<file path="config.mk">
export PLATFORM = sky130hd
export DESIGN_NAME = auto_baud_det_flat
export DESIGN_NICKNAME = d
export VERILOG_FILES = /design/src/rtl/auto_baud_det_if.sv /design/src/rtl/auto_baud_det.sv /design/src/flat_wrapper.sv
export SDC_FILE = /design/constraint.sdc
export NUM_CORES = 1
export LEC_CHECK = 0
export BUFFER_PORTS_ARGS = -buffer_cell sky130_fd_sc_hd__buf_4
export CORE_MARGIN = 2
export CORE_UTILIZATION = 50
export DETAILED_ROUTE_END_ITERATION = 16
export HOLD_SLACK_MARGIN = 0.1
export PLACE_DENSITY = 0.72
export SLEW_MARGIN = 15
export SYNTH_ARGS = -nofsm -noshare
export SYNTH_HDL_FRONTEND = slang
export SYNTH_SLANG_ARGS = --single-unit
</file>
<file path="constraint.sdc">
create_clock -name clk -period 3.7 [get_ports clk]
set_clock_uncertainty 0.1 [all_clocks]
set_input_delay 0.185 -clock clk [delete_from_list [all_inputs] [get_ports clk]]
set_output_delay 0.185 -clock clk [all_outputs]
set_load 0.1 [all_outputs]
</file>
<file path="src/rtl/auto_baud_det_if.sv">
// Serial-line / result bundle for the auto-baud detector.
// master drives rx and arm; slave (the detector) returns the result.
interface auto_baud_det_if;
  logic       rx;
  logic       arm;
  logic [3:0] baud_mode;
  logic       locked;
  logic       done;
  logic       err;

  modport master (
    output rx, arm,
    input  baud_mode, locked, done, err
  );

  modport slave (
    input  rx, arm,
    output baud_mode, locked, done, err
  );
endinterface

</file>
<file path="src/rtl/auto_baud_det.sv">
// Auto-baud detector: times the first low pulse after a quiet line and maps it to a rate code.
// Optional AUTOBAUD_CONFIRM_EN: commit only when two consecutive accepted measurements agree.
module auto_baud_det #(
  parameter int TIMEOUT  = 500000,
  parameter int MIN_CNT  = 55,
  parameter int IDLE_CNT = 16
) (
  input  logic           clk,
  input  logic           reset,
  auto_baud_det_if.slave bus
);

  typedef enum logic [2:0] {
    S_WAIT_IDLE,
    S_IDLE,
    S_MEASURE,
    S_CLASSIFY,
    S_LOCK
  } state_t;

  localparam logic [19:0] TIMEOUT_C   = 20'(TIMEOUT);
  localparam logic [19:0] MIN_C       = 20'(MIN_CNT);
  localparam logic [19:0] IDLE_LAST_C = 20'(IDLE_CNT - 1);
  localparam logic [3:0]  MODE_RST    = 4'b0100;

  state_t      r_state;
  state_t      w_next;
  logic        r_rx_p0;
  logic        r_rx_p1;
  logic [19:0] r_cnt;
  logic [19:0] w_cnt_nxt;
  logic [3:0]  r_baud_mode;
  logic        r_locked;
  logic        r_done;
  logic        r_err;
  logic        w_rx_s;
  logic [3:0]  w_mode;
  logic        w_glitch;
  logic        w_accept;
  logic        w_commit;
  logic        w_timeout;
  logic        w_done_set;
  logic        w_err_set;

  // Longest pulse first: the first threshold met selects the slowest matching rate.
  function automatic logic [3:0] classify(input logic [19:0] c);
    logic [3:0] m;
    if      (c >= 20'd208333) m = 4'b0000;
    else if (c >= 20'd62500)  m = 4'b0001;
    else if (c >= 20'd31250)  m = 4'b0010;
    else if (c >= 20'd15625)  m = 4'b0011;
    else if (c >= 20'd7812)   m = 4'b0100;
    else if (c >= 20'd3906)   m = 4'b0101;
    else if (c >= 20'd2170)   m = 4'b0110;
    else if (c >= 20'd1302)   m = 4'b0111;
    else if (c >= 20'd651)    m = 4'b1000;
    else if (c >= 20'd325)    m = 4'b1001;
    else if (c >= 20'd163)    m = 4'b1010;
    else                      m = 4'b1011;
    return m;
  endfunction

  assign w_rx_s    = r_rx_p1;
  assign w_mode    = classify(r_cnt);
  assign w_glitch  = (r_cnt < MIN_C);
  assign w_accept  = (r_state == S_CLASSIFY) && !w_glitch;
  assign w_timeout = (r_cnt >= TIMEOUT_C);

`ifdef AUTOBAUD_CONFIRM_EN
  logic [3:0] r_cand;
  logic       r_cand_vld;

  assign w_commit = w_accept && r_cand_vld && (r_cand == w_mode);

  always_ff @(posedge clk) begin
    if (reset || bus.arm || w_err_set) begin
      r_cand_vld <= 1'b0;
    end else if (r_state == S_CLASSIFY) begin
      if (w_glitch || w_commit) begin
        r_cand_vld <= 1'b0;
      end else begin
        r_cand     <= w_mode;
        r_cand_vld <= 1'b1;
      end
    end
  end
`else
  assign w_commit = w_accept;
`endif

  // Input synchronizer: two flops, idle-high on reset.
  always_ff @(posedge clk) begin
    if (reset) begin
      r_rx_p0 <= 1'b1;
      r_rx_p1 <= 1'b1;
    end else begin
      r_rx_p0 <= bus.rx;
      r_rx_p1 <= r_rx_p0;
    end
  end

  always_ff @(posedge clk) begin
    if (reset) begin
      r_state <= S_WAIT_IDLE;
    end else begin
      r_state <= w_next;
    end
  end

  always_comb begin
    w_next = r_state;
    if (bus.arm) begin
      w_next = S_WAIT_IDLE;
    end else begin
      unique case (r_state)
        S_WAIT_IDLE: if (w_rx_s && (r_cnt == IDLE_LAST_C)) w_next = S_IDLE;
        S_IDLE:      if (!w_rx_s) w_next = S_MEASURE;
        S_MEASURE: begin
          if (w_timeout)   w_next = S_WAIT_IDLE;
          else if (w_rx_s) w_next = S_CLASSIFY;
        end
        S_CLASSIFY:  w_next = w_commit ? S_LOCK : S_IDLE;
        S_LOCK:      w_next = S_LOCK;
        default:     w_next = S_WAIT_IDLE;
      endcase
    end
  end

  // The counter serves both the idle-run length and the low-pulse length.
  always_comb begin
    w_cnt_nxt  = r_cnt;
    w_done_set = 1'b0;
    w_err_set  = 1'b0;
    if (bus.arm) begin
      w_cnt_nxt = '0;
    end else begin
      unique case (r_state)
        S_WAIT_IDLE: w_cnt_nxt = (w_rx_s && (r_cnt != IDLE_LAST_C)) ? r_cnt + 20'd1 : '0;
        S_IDLE:      w_cnt_nxt = w_rx_s ? '0 : 20'd1;
        S_MEASURE: begin
          if (w_timeout) begin
            w_err_set = 1'b1;
            w_cnt_nxt = '0;
          end else if (!w_rx_s) begin
            w_cnt_nxt = r_cnt + 20'd1;
          end
        end
        S_CLASSIFY: begin
          w_done_set = w_commit;
          w_cnt_nxt  = '0;
        end
        default:     w_cnt_nxt = '0;
      endcase
    end
  end

  always_ff @(posedge clk) begin
    if (reset) begin
      r_cnt       <= '0;
      r_baud_mode <= MODE_RST;
      r_locked    <= 1'b0;
      r_done      <= 1'b0;
      r_err       <= 1'b0;
    end else begin
      r_cnt  <= w_cnt_nxt;
      r_done <= w_done_set;
      r_err  <= w_err_set;
      if (bus.arm) begin
        r_locked <= 1'b0;
      end else if (w_done_set) begin
        r_locked    <= 1'b1;
        r_baud_mode <= w_mode;
      end
    end
  end

  assign bus.baud_mode = r_baud_mode;
  assign bus.locked    = r_locked;
  assign bus.done      = r_done;
  assign bus.err       = r_err;

endmodule

</file>
<file path="src/flat_wrapper.sv">
// flat-port wrapper written by rule: the top's interface ports become plain ports
module auto_baud_det_flat 
#(
  parameter int TIMEOUT  = 500000,
  parameter int MIN_CNT  = 55,
  parameter int IDLE_CNT = 16
)
  (clk, reset, bus_rx, bus_arm, bus_baud_mode, bus_locked, bus_done, bus_err);
  auto_baud_det_if bus_i ();
  input  logic clk;
  input  logic reset;
  input wire logic [$bits(bus_i.rx)-1:0] bus_rx;
  input wire logic [$bits(bus_i.arm)-1:0] bus_arm;
  output wire logic [$bits(bus_i.baud_mode)-1:0] bus_baud_mode;
  output wire logic [$bits(bus_i.locked)-1:0] bus_locked;
  output wire logic [$bits(bus_i.done)-1:0] bus_done;
  output wire logic [$bits(bus_i.err)-1:0] bus_err;
  assign bus_i.rx = bus_rx;
  assign bus_i.arm = bus_arm;
  assign bus_baud_mode = bus_i.baud_mode;
  assign bus_locked = bus_i.locked;
  assign bus_done = bus_i.done;
  assign bus_err = bus_i.err;
  auto_baud_det #(.TIMEOUT(TIMEOUT), .MIN_CNT(MIN_CNT), .IDLE_CNT(IDLE_CNT)) u_core (.clk(clk), .reset(reset), .bus(bus_i));
endmodule
</file>
Word-level counts from Yosys, hierarchy flattened --
Cells that the tools add are included.
Storage, ports and cells: register bits after elaboration 32, bits of input ports 4, output and inout port bits 7, word-level logic and storage cells 68
Operators by class: $add $sub $neg 1, magnitude comparators 13, eq/ne operators 10, mux-type cells 25, bitwise operators 2, reductions and logical operators 9
Operators by type and width (number):
- two-way mux 20 bit | 3
- case mux 20 bit (3 select lines) | 1
- >= comparator 20 x 12 -> 1 bit, second input constant | 2
- two-way mux 4 bit | 10
- adder 20 x 1 -> 20 bit, second input constant | 1
- == test 20 x 4 -> 1 bit, second input constant | 1
- >= comparator 20 x 10 -> 1 bit, second input constant | 1
- >= comparator 20 x 11 -> 1 bit, second input constant | 1
- >= comparator 20 x 13 -> 1 bit, second input constant | 1
- >= comparator 20 x 14 -> 1 bit, second input constant | 1
- >= comparator 20 x 15 -> 1 bit, second input constant | 1
- >= comparator 20 x 16 -> 1 bit, second input constant | 1
- >= comparator 20 x 18 -> 1 bit, second input constant | 1
- >= comparator 20 x 19 -> 1 bit, second input constant | 1
- >= comparator 20 x 8 -> 1 bit, second input constant | 1
- >= comparator 20 x 9 -> 1 bit, second input constant | 1
- < comparator 20 x 6 -> 1 bit, second input constant | 1
- inequality test 20 x 4 -> 1 bit, second input constant | 1
- two-way mux 3 bit | 5
- case mux 3 bit (5 select lines) | 1
- == test 3 x 2 -> 1 bit, second input constant | 2
- two-way mux 1 bit | 5
- == test 3 x 1 -> 1 bit, second input constant | 1
- == test 3 bit, second input constant | 1
- 12 further kinds | 15

Depth between registers and ports, before layout --
word-level depth 12, depth in mapped cells 8, gate-level depth less buffers 8

Worst setup path before layout --
No wires, ideal clock.
path type flip-flop to flip-flop, start register u_core.r_cnt[19], end register u_core.r_cnt[2], setup time 0.129 ns, data arrival time 2.204 ns, data required time 3.471 ns, slack 1.267 ns, cell stages (with the launch flop) 9, path buffers 2, period minus slack after synthesis 2.433 ns, path through dfxtp_1 -> buf_6 -> or4_4 -> or3_1 -> buf_2 -> o311a_1 -> o21ai_4 -> or2_4 -> o311ai_1
On the way: longest elaborated chain between the ends 4, elaborated cells on any way between the ends 7, classes of those cells 1 x order compare; 2 x eq/ne; 3 x mux; 1 x reduce/logical
Ends and longest elaborated chain:
- from (decl) | RTL line auto_baud_det.sv:30 | logic [19:0] r_cnt;
- from (signal assigned) | RTL line auto_baud_det.sv:165 | r_cnt <= w_cnt_nxt;
- branches (longest 4 deep; another with >= comparator 20 x 19 -> 1 bit)
Parallel ways; which one is timed is not known. A chain may end at the register's enable or synchronous reset.

Worst setup path in the final report --
start register u_core.r_cnt[17], end register u_core.r_cnt[2]
The elaborated chain is that of the path after synthesis.

==> impl_metrics.py <==
metrics = {
    "die": {
        "row_count": 23,
        "start_util_pct": 51.86,
        "die_area_um2": 4649,
        "die_w_um": 68.18,
        "die_h_um": 68.18,
        "core_area_um2": 3971,
        "ioPinCount": 11,
    },
    "power_and_ir_drop": {
        "max-vdd-ir-drop_v": 0.0001352,
        "swShare_pct": 22.10,
        "leakagePower_nw": 0.7938,
        "power_frac_comb_pct": 3.8,
        "internal-power_w": 0.0005098,
        "power_per_cell_area_nw_per_um2": 291.9,
        "p_switching_w": 0.0001446,
        "p_seq_share_pct": 53.4,
        "power_frac_clock_pct": 42.7,
    },
    "clocking": {
        "clk_path_buf_depth": 2,
        "cts.sinks": 32,
        "clock_latency_ns": 0.29,
        "cts_resized": 0,
        "clk_pin_slew_worst_paths_ns": 0.06,
        "cts_buffers": 5,
        "h-tree-depth": 2,
        "cts_tree": "done",
        "clk_root_buffer_cell": "clkbuf_8",
    },
    "logic_synthesis": {
        "syn-cell-area_um2": 2059,
        "synth_commonest_cells": "nor2_1, dfxtp_1, nand2_1",
        "ys.flop_type": "dfxtp_1",
        "netlist_instances": 270,
        "synth.area.top_cells": "dfxtp_1, nor2_1, a21oi_1",
        "synth_mux_area_share_pct": 0.4860,
        "synthAdderAreaFrac_pct": 2.430,
        "synth-compound-area-share_pct": 20.84,
        "synth_most_common_cell": "nor2_1",
        "synthXorXnorAreaFrac_pct": 5.103,
        "synthSimpleGateAreaFrac_pct": 34.08,
        "synth_area_per_cell_um2": 7.628,
        "synth_warnings": 0,
        "ys_ff_latch": 32,
        "yosysTopAreaCellShare_pct": 31.11,
        "yosysTopAreaCell": "dfxtp_1",
        "synth-edff-count": 0,
        "ys_types": 59,
        "synth_top_family_by_area": "simple AND/OR/NAND/NOR gates",
        "synthArstFlopShare_pct": 0,
        "synth_nets": 278,
        "synth_seq_area_share_pct": 31.11,
    },
    "critical_path": {
        "crit_path_top_delay_cell": "or4_4",
        "crit_type": "reg2reg",
        "reg2reg_slack_ns": 0.93,
        "critical_path_arrival_ns": 2.84,
        "crit_end": "u_core.r_cnt[2]",
        "endpoint_kind": "register",
        "critPathLaunch": "u_core.r_cnt[17]",
        "r2r_cells": 6,
        "cp_slowest_stage_delay_ns": 0.55,
        "path_cells": "or4_4 -> or3_1 -> o311a_1 -> o21ai_4 -> or2_4 -> o311ai_1",
        "cp_max_fo": 19,
        "cp-start-kind": "register",
        "regToRegStartpoint": "u_core.r_cnt[17]",
        "cp.required_ns": 3.77,
        "worstReg2RegEnd": "u_core.r_cnt[2]",
    },
    "run_status": {
        "status": "completed",
    },
    "sta": {
        "fin_crit_sh_pct": 74.87,
        "setup_viol": 0,
        "setup_tns_ns": 0,
        "period_needed_ns": 2.770,
        "finalHoldViolCount": 0,
        "rsz0062_at_grt": "no",
        "fmax_ghz": 0.3610,
        "worst_slew_pin_slew_ns": 0.6210,
        "finalMaxSlewViolations": 0,
        "slew_headroom_pct": 58.16,
    },
    "detailed_routing": {
        "via_per_inst": 6.099,
        "wl_met1_um": 2392,
        "vias": 1964,
        "drc": 0,
        "ant_nets": 0,
        "met3_length_um": 316,
        "wire_per_inst_um": 15.61,
        "dr_wl_met2_um": 2213,
        "drt_iter0_drc": 202,
        "wirelength_um": 5027,
        "drt_pass1_iterations": 5,
        "maxUsedRoutingLayer": "met4",
    },
    "global_route": {
        "grt_overflow_total": 0,
        "grt_pass1_wl_um": 8507,
        "grt_max_degree": 20,
        "grt_use_total_pct": 24.48,
        "antenna_found_initial": 0,
        "grt_pass1_vias": 1765,
    },
    "job": {
        "drv_cap": 0,
    },
    "placement": {
        "dpl.hpwl_um": 3475,
        "routabilityCongestion": 0.9356,
        "place_inst": 310,
        "portBuffers": 10,
    },
    "finish": {
        "drive_above_1_share_pct": 11.40,
        "area_growth_pct": 8.870,
        "final_nets": 279,
        "fin_cells": 322,
        "antenna_cells": 0,
        "nFillCells": 363,
    },
    "worst_hold_path": {
        "hold_class": "reg2reg",
    },
}
==> layout by cell type (no fill, tap or decap), drive strengths merged, types with 2 or more instances in the layout <==
master        n
a211oi        2
a21o          3
a21oi        18
a311o         2
and4          2
buf          11
clkbuf        8
dfxtp        32
dlygate4sd3   4
ha            4
inv           8
nand2        22
nand3        17
nand3b        3
nand4         5
nor2         33
nor3          7
nor4          7
o2111ai       2
o211ai        3
o21ai        11
o2bb2a        2
o311ai        2
o31ai         4
or2           7
or3           7
or3b          3
or4           9
xnor2         3
xor2          9
==> cell type report <==
| class | instances | area (um2) | area share [%] |
|---|---|---|---|
| Clock buffer | 8 | 90.09 | 4.018 |
| Tap cell | 50 | 62.56 | 2.790 |
| Multi-Input combinational cell | 209 | 1296 | 57.81 |
| Inverter | 8 | 30.03 | 1.339 |
| Timing Repair Buffer | 15 | 122.6 | 5.469 |
| Sequential cell | 32 | 640.6 | 28.57 |
==> critical path, delay by kind of cell, from the launching register on <==
| family | cells | cell delay, ns |
|---|---|---|
| compound gates | 3 | 0.92 |
| flops | 1 | 0.37 |
| simple gates | 3 | 1.26 |
==> per-layer routing <==
layer / global-route usage, % / up-vias
met2: 36.04 / 74
met1: 33.60 / 888
met4: 10.00 / 0
li1: - / 989
met3: 6.579 / 13
met5: 0 / -
==> what timing repair did <==
action | in CTS | in global routing
endpoints found under the hold margin | 5 | 0
hold buffers | 4 | 0
buffers inserted | 0 | 0
==> sequential cells by signal (all words and copies together) (netlist names) <==
signal                flops
u_core.r_rx_p1            1
u_core.bus.err            1
u_core.r_state            3
u_core.bus.done           1
u_core.r_cnt             20
u_core.bus.locked         1
u_core.r_rx_p0            1
u_core.bus.baud_mode      4
==> worst min path at each step <==
stage	startpoint	endpoint	slack, ns	cells past startpoint
after floorplan	reset	u_core.bus.baud_mode[3]	0.15	1
after global placement	bus_rx	u_core.r_rx_p0	0.28	2
after detailed placement	bus_rx	u_core.r_rx_p0	0.28	2
after CTS	u_core.r_rx_p0	u_core.r_rx_p1	0.34	1
after global routing	u_core.r_rx_p0	u_core.r_rx_p1	0.36	1
final	u_core.r_rx_p0	u_core.r_rx_p1	0.33	1
==> cell families (layout without fill, tap and decap cells) <==
kind of cell    Yosys count  after routing
flops                    32             32
simple gates            131            131
buf+inv                  29             31
mux                       1              1
xor+xnor                 12             12
fa+ha+maj                 4              4
compound gates           61             61
==> power groups by stage <==
stage,Clock (W),Sequential (W),Combinational [W]
2_1_floorplan,0,0.000356,0.0000156
3_3_place_gp,0,0.000357,0.0000212
6_report,0.000280,0.000350,0.0000251
4_1_cts,0.000286,0.000350,0.0000248
5_1_grt,0.000304,0.000350,0.0000279
3_5_place_dp,0,0.000357,0.0000215
==> through the flow <==
step / power (W) / setup slack, ns / util, % / hold slack, ns / instance area, um2
3_3_place_gp: 0.0003785 / 0.9808 / 53.18 / 0.2760 / 2112
6_report: 0.0006544 / 0.9297 / 56.46 / 0.3339 / 2242
4_1_cts: 0.0006607 / 0.9179 / 56.46 / 0.3440 / 2242
2_1_floorplan: 0.0003718 / 1.267 / - / 0.1541 / 2059
3_5_place_dp: 0.0003789 / 0.9386 / 53.18 / 0.2781 / 2112
5_1_grt: 0.0006816 / 0.8186 / 56.46 / 0.3571 / 2242
No activity file was read; power rests on OpenSTA's default activity.
